[config.mk]
export PLATFORM = sky130hd
export DESIGN_NAME = fetch_unit
export DESIGN_NICKNAME = d
export VERILOG_FILES = /design/src/rtl/fetch_unit.sv
export SDC_FILE = /design/constraint.sdc
export NUM_CORES = 1
export LEC_CHECK = 0
export ABC_AREA = 1
export BUFFER_PORTS_ARGS = -buffer_cell sky130_fd_sc_hd__buf_2
export CAP_MARGIN = 20
export CORE_ASPECT_RATIO = 2
export CORE_UTILIZATION = 40
export CTS_BUF_LIST = sky130_fd_sc_hd__clkbuf_8
export DETAILED_ROUTE_END_ITERATION = 12
export GPL_ROUTABILITY_DRIVEN = 0
export GPL_TIMING_DRIVEN = 0
export PLACE_DENSITY = 0.72
export SLEW_MARGIN = 10
export SYNTH_ARGS = -nofsm -noshare
export SYNTH_HDL_FRONTEND = slang
export SYNTH_SLANG_ARGS = --single-unit
[constraint.sdc]
create_clock -name clk -period 1.13 [get_ports clk]
set_input_delay 0.226 -clock clk [delete_from_list [all_inputs] [get_ports clk]]
set_output_delay 0.226 -clock clk [all_outputs]
set_load 0.01 [all_outputs]
[src/rtl/fetch_unit.sv]
// Instruction fetch FSM: drives a registered PC to a combinational ROM.
// It captures one byte per fetch and holds it until the consumer accepts it.
module fetch_unit #(
   parameter int ADDR_W = 12,
   parameter int DATA_W = 8
) (
   input  logic              clk,
   input  logic              reset,
   input  logic              enable,
   input  logic              load,
   input  logic [ADDR_W-1:0] load_addr,
   input  logic              ready,
   input  logic [DATA_W-1:0] rom_data,
   output logic [ADDR_W-1:0] pc,
   output logic [DATA_W-1:0] instr,
   output logic [3:0]        opcode,
   output logic [3:0]        operand,
   output logic              instr_valid,
   output logic [1:0]        state
);

   localparam logic [1:0] IDLE  = 2'd0;
   localparam logic [1:0] FETCH = 2'd1;
   localparam logic [1:0] VALID = 2'd2;

   always_ff @(posedge clk or posedge reset) begin
      if (reset) begin
         pc    <= '0;
         instr <= '0;
         state <= IDLE;
      end else if (load) begin
         // A jump drops any in-flight or unconsumed byte; instr keeps its old value.
         pc    <= load_addr;
         state <= enable ? FETCH : IDLE;
      end else begin
         case (state)
            IDLE: if (enable) state <= FETCH;
            FETCH: begin
               instr <= rom_data;
               pc    <= pc + ADDR_W'(1);
               state <= VALID;
            end
            VALID: if (ready) state <= enable ? FETCH : IDLE;
            default: state <= IDLE;
         endcase
      end
   end

   assign instr_valid = (state == VALID);
   assign opcode      = instr[DATA_W-1 -: 4];
   assign operand     = instr[3:0];

endmodule

### After elaboration in Yosys (flattened, before gate mapping)

Index checks and enable logic that the tools add are counted.

* add/subtract/negate cells: 1
* equal/unequal tests: 4
* multiplexer cells: 7
* bitwise logic cells: 1
* reduce and logical (&&, ||, !) cells: 4

Operators with widths (number)
* 12-bit 2-to-1 mux: 2
* 12-bit by 1-bit adder with 12-bit output, second input constant: 1
* 2-bit 2-to-1 mux: 3
* 3-bit inequality test, second input constant: 2
* 2-bit case mux with 3 select lines: 1
* 2-bit AND reduction: 2
* 2-bit by 1-bit == test with 1-bit output, second input constant: 1
* 2-bit == test, second input constant: 1
* 2-bit zero test: 1
* 2-bit nonzero test: 1
* 1-bit 2-to-1 mux: 1
* 1-bit NOT: 1

* flip-flop bits (word level): 22

### Logic depth before layout (Yosys ltp)

Gate-level depths: netlist (run 1).

* depth in word-level cells: 4
* gate-level depth with buffers: 8
* mapped depth without buffers: 8

### Least setup slack after synthesis (run 1)

OpenSTA, ideal clock, no wires.

* kind: register to register
* start point: register pc[0]
* end point: register pc[8]
* library setup time: 116 ps
* data arrival time: 1159 ps
* data required time: 1014 ps
* slack: -145 ps
* cell stages (with the launch flop): 9
* path buffers: 0
* period minus slack after synthesis: 1275 ps
* cell sequence: dfrtp_1 ha_1 nand2_2 nor2_4 nand2_1 nand2_1 nand2_1 nand2_1 nand2_1

* cells in the longest elaborated chain, start to end: 3

RTL lines
* from (decl): line 14 `output logic [ADDR_W-1:0] pc,`
* from (signal assigned): line 33 `pc <= load_addr;`
* from (signal assigned): line 40 `pc <= pc + ADDR_W'(1);`
* 12-bit by 1-bit adder with 12-bit output: line 40
* 12-bit 2-to-1 mux: line 36 `case (state)`
* 12-bit 2-to-1 mux: line 31 `end else if (load) begin`

Every way passes these cells. The select of a mux whose other input is x is not followed.
A chain may end at the register's enable or synchronous reset.

### Final worst setup path (run 1)

* start point: register pc[1]
* end point: output port pc[1]

No word-level cell between the ends.

==> out/results.ini, run 1 <==
[route]
drt-pass1-iter-count = 4
wl_um = 3430
routedWlPerCell_um = 13.0
avgViaCountPerCell = 4.98
antenna_left = 0
drc = 0
vias = 1314
drt_iter0_drc = 29

[floorplan]
fp.dieW_um = 41.9
dieHeight_um = 81.8
io_pins = 56
start_util = 0.428
std_cell_rows = 28
fp.coreArea_mm2 = 0.00298
dieArea_mm2 = 0.00343

[worst_setup_path]
critPathArrivalTime_ns = 0.98
r2r-end = instr[6]
worstReg2RegStart = state[1]
cp-end-kind = output port
cp-endpoint = pc[1]
reg2reg_depth = 7
start_kind = register
path_class = register to output port
reg2reg_slack_ns = -0.07
crit_path_start = pc[1]
worst_ep_required_time_ns = 0.90
critical_path.max_fanout = 4

[clock_network]
max-clock-path-buffers = 2
clockRootBuffer = clkbuf_8
numCtsBuffers = 3
cts_max_level = 1
clk_latency_ns = 0.27
clock_sinks = 22
cts_tree = yes
path_clk_slew_ns = 0.09

[sta]
min_period_ns = 1.21
final_max_slew_viol_count = 0
relSlewSlack = 0.411
final.setup.tns_ns = -0.865
setup_viol = 19
max_freq_mhz = 830
finalHoldViolations = 0
rsz0062_at_grt = true
fin_ws_ns = -0.0754
finalHoldWorstSlack_ns = 0.128
clock_skew_ns = 0.00880
worstMarginPinSlew_ns = 0.882
finalCritPeriodShare = 1.07

[grt]
grt_pass1_vias = 1263
grt.overflow.total = 0
grt_max_degree = 23
grt_use_total = 0.200
antenna_found_initial = 0
grt_pass1_wl_um = 5240

[power_and_ir_drop]
p_leak_nw = 0.982
power_density_mw_per_mm2 = 1390
total_power_mw = 2.56
ir_drop_v = 0.00111

[final_layout]
final_nets = 261
area_growth_pct = 44.8
drive_gt1_frac = 0.470
fill_cells = 277
final_cell_mix = 60 x nand2_1, 47 x buf_2, 17 x buf_6, 17 x dfrtp_1
n_antenna_cell = 0
final_common_cell = nand2_1

[logic_synthesis]
ys_seq_area_frac = 0.432
synth-seq-cells = 22
netlist_area_mm2 = 0.00127
synth_nets = 198
synth_edf_count = 0
yosys_most_used_dff = dfrtp_1
yosysUniqueCellTypes = 23
synth_warnings = 0
syn_avg_cell_area_um2 = 7.41
async_flop_share = 1.00
netlist_instances = 172

[status]
violations = setup timing
outcome = finished with violations

[hold_path]
hp-class = input pin to asynchronous set/reset pin

[place]
dp_hpwl_um = 2380
port_buffers = 55
place_ws_ns = -0.121

[flow_run]
cap_viol_max_count = 0

==> registers in the layout (all words and copies together), names as in the netlist <==
name / count
pc: 12
instr: 8
state: 2
==> worst min path at each step <==
| stage | start | endpoint | slack (ns) | cells after the start |
|---|---|---|---|---|
| floorplan | reset | instr[0] | 0.22 | 1 |
| global placement | rom_data[4] | instr[4] | 0.42 | 3 |
| detailed placement | rom_data[2] | instr[2] | 0.43 | 3 |
| CTS | rom_data[2] | instr[2] | 0.16 | 3 |
| global route | rom_data[2] | instr[2] | 0.16 | 3 |
| finish | reset | state[1] | 0.13 | 2 |
==> layout make-up <==
type / instances / area [um2] / share of cell area
Multi-Input combinational cell: 122 / 667 / 0.362
Sequential cell: 22 / 557 / 0.302
Timing Repair Buffer: 65 / 425 / 0.231
Inverter: 17 / 63.8 / 0.0346
Clock buffer: 4 / 55.1 / 0.0299
Buffer: 4 / 38.8 / 0.0210
Tap cell: 30 / 37.5 / 0.0204
==> synthesized netlist by cell type (all sizes together), types with 3 or more instances <==
library cell  count  area [um2]
nor2             14        75.1
inv              17        63.8
o21ai             5        25.0
nand3            16        80.1
o211ai            3        27.5
nand2            74         293
dfrtp            22         551
buf              11        83.8
nand4             3        18.8
==> cell families (layout without fill, tap and decap cells) <==
logic type	after synthesis	count (layout)	share of synthesized area
AO/OA/AOI/OAI	11	11	0.0580
adder cells (fa/ha/maj)	1	1	0.00982
flip-flops	22	22	0.432
XOR/XNOR	1	1	0.00688
buffers and inverters	28	90	0.116
AND/OR/NAND/NOR	109	109	0.377
==> where the power goes <==
part / leakage (nW) / internal (mW) / switching (mW)
Sequential: 0.264 / 0.913 / 0.160
Clock: 0.0288 / 0.311 / 0.273
Combinational: 0.689 / 0.454 / 0.447
==> metal layers <==
| metal | part of all wire | global-route usage | vias to the layer above |
|---|---|---|---|
| li1 | - | - | 658 |
| met1 | 0.36 | 0.190 | 611 |
| met5 | 0 | 0 | - |
| met3 | 0.038 | 0.0308 | 9 |
| met4 | 0.026 | 0.110 | 0 |
| met2 | 0.58 | 0.395 | 36 |
==> per-stage QoR <==
step,util,instances,instance area (um2)
3_5_place_dp,0.534,257,1590
4_1_cts,0.579,262,1720
5_1_grt,0.619,264,1840
3_3_place_gp,0.534,257,1590
6_report,0.619,264,1840
2_1_floorplan,-,172,1280
==> repair_timing <==
action                     4_1_cts  5_1_grt
cloned                           0        1
pin swaps                        2       12
setup endpoints to repair       25       25
setup buffers                    7        2
hold buffers                     0        0
gates resized for setup         15       33
==> critical path, cell delays in order (launching register included) <==
cell and delay, ns:
dfrtp_1 0.42, buf_4 0.16, buf_2 0.13
(Power assumes the default switching activity.)
==> run 2, diff against run 1 <==
--- a/config.mk
+++ b/config.mk
@@ -9,12 +9,12 @@
 export BUFFER_PORTS_ARGS = -buffer_cell sky130_fd_sc_hd__buf_2
 export CAP_MARGIN = 20
 export CORE_ASPECT_RATIO = 2
-export CORE_UTILIZATION = 40
+export CORE_UTILIZATION = 44
 export CTS_BUF_LIST = sky130_fd_sc_hd__clkbuf_8
 export DETAILED_ROUTE_END_ITERATION = 12
 export GPL_ROUTABILITY_DRIVEN = 0
 export GPL_TIMING_DRIVEN = 0
-export PLACE_DENSITY = 0.72
+export PLACE_DENSITY = 0.78
 export SLEW_MARGIN = 10
 export SYNTH_ARGS = -nofsm -noshare
 export SYNTH_HDL_FRONTEND = slang
==> run 2 against run 1 <==
The run still ends with setup timing left. Total power increased by 10%. Global-route usage up 4.1 points. Core utilization increased by 6.7 points. Final area grew 1.8%. Non-clock buffer count is 6 higher. Critical path depth did not move. Die area down 8.8%. Final cell count is 1.9% higher. Clock power increased by 30%.
==> out/results.ini, run 2 (synthesized netlist as in run 1, its figures left out) <==
[final_layout]
largest_reg_flops = 12
final_nets = 267
final_cell_mix = 67 x nand2_1, 45 x buf_2, 21 x buf_6
drive_gt1_frac = 0.429
fill_cells = 222
reg.largest.list = pc (12), instr (8), state (2)
area_growth_pct = 47.3
multi_input_area_um2 = 618
final_common_cell = nand2_1
top_register = pc
layout.area.seq_um2 = 556
n_antenna_cell = 0
post-route-util = 0.686

[route]
antenna_left = 0
drt-pass1-iter-count = 4
drc = 0
wl_um = 3340
drt_iter0_drc = 17
avgViaCountPerCell = 4.86
routedWlPerCell_um = 12.4
vias = 1306

[flow_run]
cap_viol_max_count = 0

[worst_setup_path]
crit_path_start = pc[1]
cp-end-kind = output port
critPathArrivalTime_ns = 0.97
critical_path.max_fanout = 4
worstReg2RegStart = state[1]
start_kind = register
path_class = register to output port
worst_ep_required_time_ns = 0.90

[sta]
worstMarginPinSlew_ns = 0.872
final.setup.tns_ns = -0.479
fin_ws_ns = -0.0655
max_freq_mhz = 837
relSlewSlack = 0.418
finalHoldViolations = 0
min_period_ns = 1.20
final_max_slew_viol_count = 0
setup_viol = 23
clock_skew_ns = 0.00582
rsz0062_at_grt = true
finalCritPeriodShare = 1.06

[clock_network]
clockRootBuffer = clkbuf_8
clock_sinks = 22
cts_tree = yes
max-clock-path-buffers = 2
numCtsBuffers = 3
path_clk_slew_ns = 0.09
clk_latency_ns = 0.27
cts_max_level = 1

[place]
dp_hpwl_um = 2330
port_buffers = 55

[grt]
grt.overflow.total = 0
antenna_found_initial = 0
grt_max_degree = 23
grt_pass1_wl_um = 5450
grt_use_total = 0.242
grt_pass1_vias = 1290

[floorplan]
dieArea_mm2 = 0.00313
fp.dieW_um = 40.0
dieHeight_um = 78.1
fp.coreArea_mm2 = 0.00274
start_util = 0.465
std_cell_rows = 27
io_pins = 56

[power_and_ir_drop]
ir_drop_v = 0.000846
p_leak_nw = 1.01
power_density_mw_per_mm2 = 1500
total_power_mw = 2.82

[status]
outcome = finished with violations
violations = setup timing

[hold_path]
hp-class = input pin to asynchronous set/reset pin

## run 2: cell count changes in the layout (fill, tap and decap cells not counted), sizes merged
cell / change
buf: +6
bufinv: +1
clkbuf: -1
## run 2: stage by stage
step,setup slack (ns),instances,hold WS (ns),area [um2]
final,-0.0655,269,0.116,1880
after CTS,-0.0642,268,0.145,1840
after global routing,-0.125,269,0.152,1880
after global placement,-0.118,256,0.426,1590
after floorplan,-0.0716,172,0.215,1280
after detailed placement,-0.136,256,0.430,1590
## run 2: final timing paths
check                      cells past startpoint  slack [ns]  endpoint
setup / recovery                               2       -0.07     pc[1]
hold / removal                                 2        0.12  state[1]
setup reg to reg                               7       -0.02  instr[0]
hold reg to reg                                2        0.53  instr[3]
max in group asynchronous                      2        0.42     pc[2]
min in group clk                               3        0.14  instr[4]
## run 2: critical path, cell delays in order, from the launching register on
cell	delay, ns
dfrtp_1	0.43
buf_6	0.15
buf_6	0.11
## run 2: area by class of cell
cell class | count | area share
Buffer | 10 | 0.0547
Clock buffer | 3 | 0.0220
Clock inverter | 1 | 0.0160
Inverter | 17 | 0.0353
Multi-Input combinational cell | 122 | 0.329
Sequential cell | 22 | 0.296
Tap cell | 29 | 0.0193
Timing Repair Buffer | 65 | 0.227
## run 2: per-layer routing
| metal | global-route usage | vias to the layer above | share of wire |
|---|---|---|---|
| met5 | 0 | - | 0 |
| met4 | 0.110 | 0 | 0.026 |
| met3 | 0.0113 | 7 | 0.034 |
| met2 | 0.424 | 42 | 0.56 |
| met1 | 0.274 | 587 | 0.38 |
| li1 | - | 670 | - |
## run 2: power breakdown
group | switching, mW | internal [mW] | leakage (nW)
clock network | 0.286 | 0.474 | 0.0357
registers | 0.154 | 0.912 | 0.266
logic | 0.461 | 0.529 | 0.711
total | 0.900 | 1.91 | 1.01
## run 2: what timing repair did
action	in CTS	in global routing
pin swaps	7	3
gates resized for setup	26	10
setup endpoints to repair	26	33
endpoints found under the hold margin	0	0
buffers inserted	8	2
hold buffers	0	0
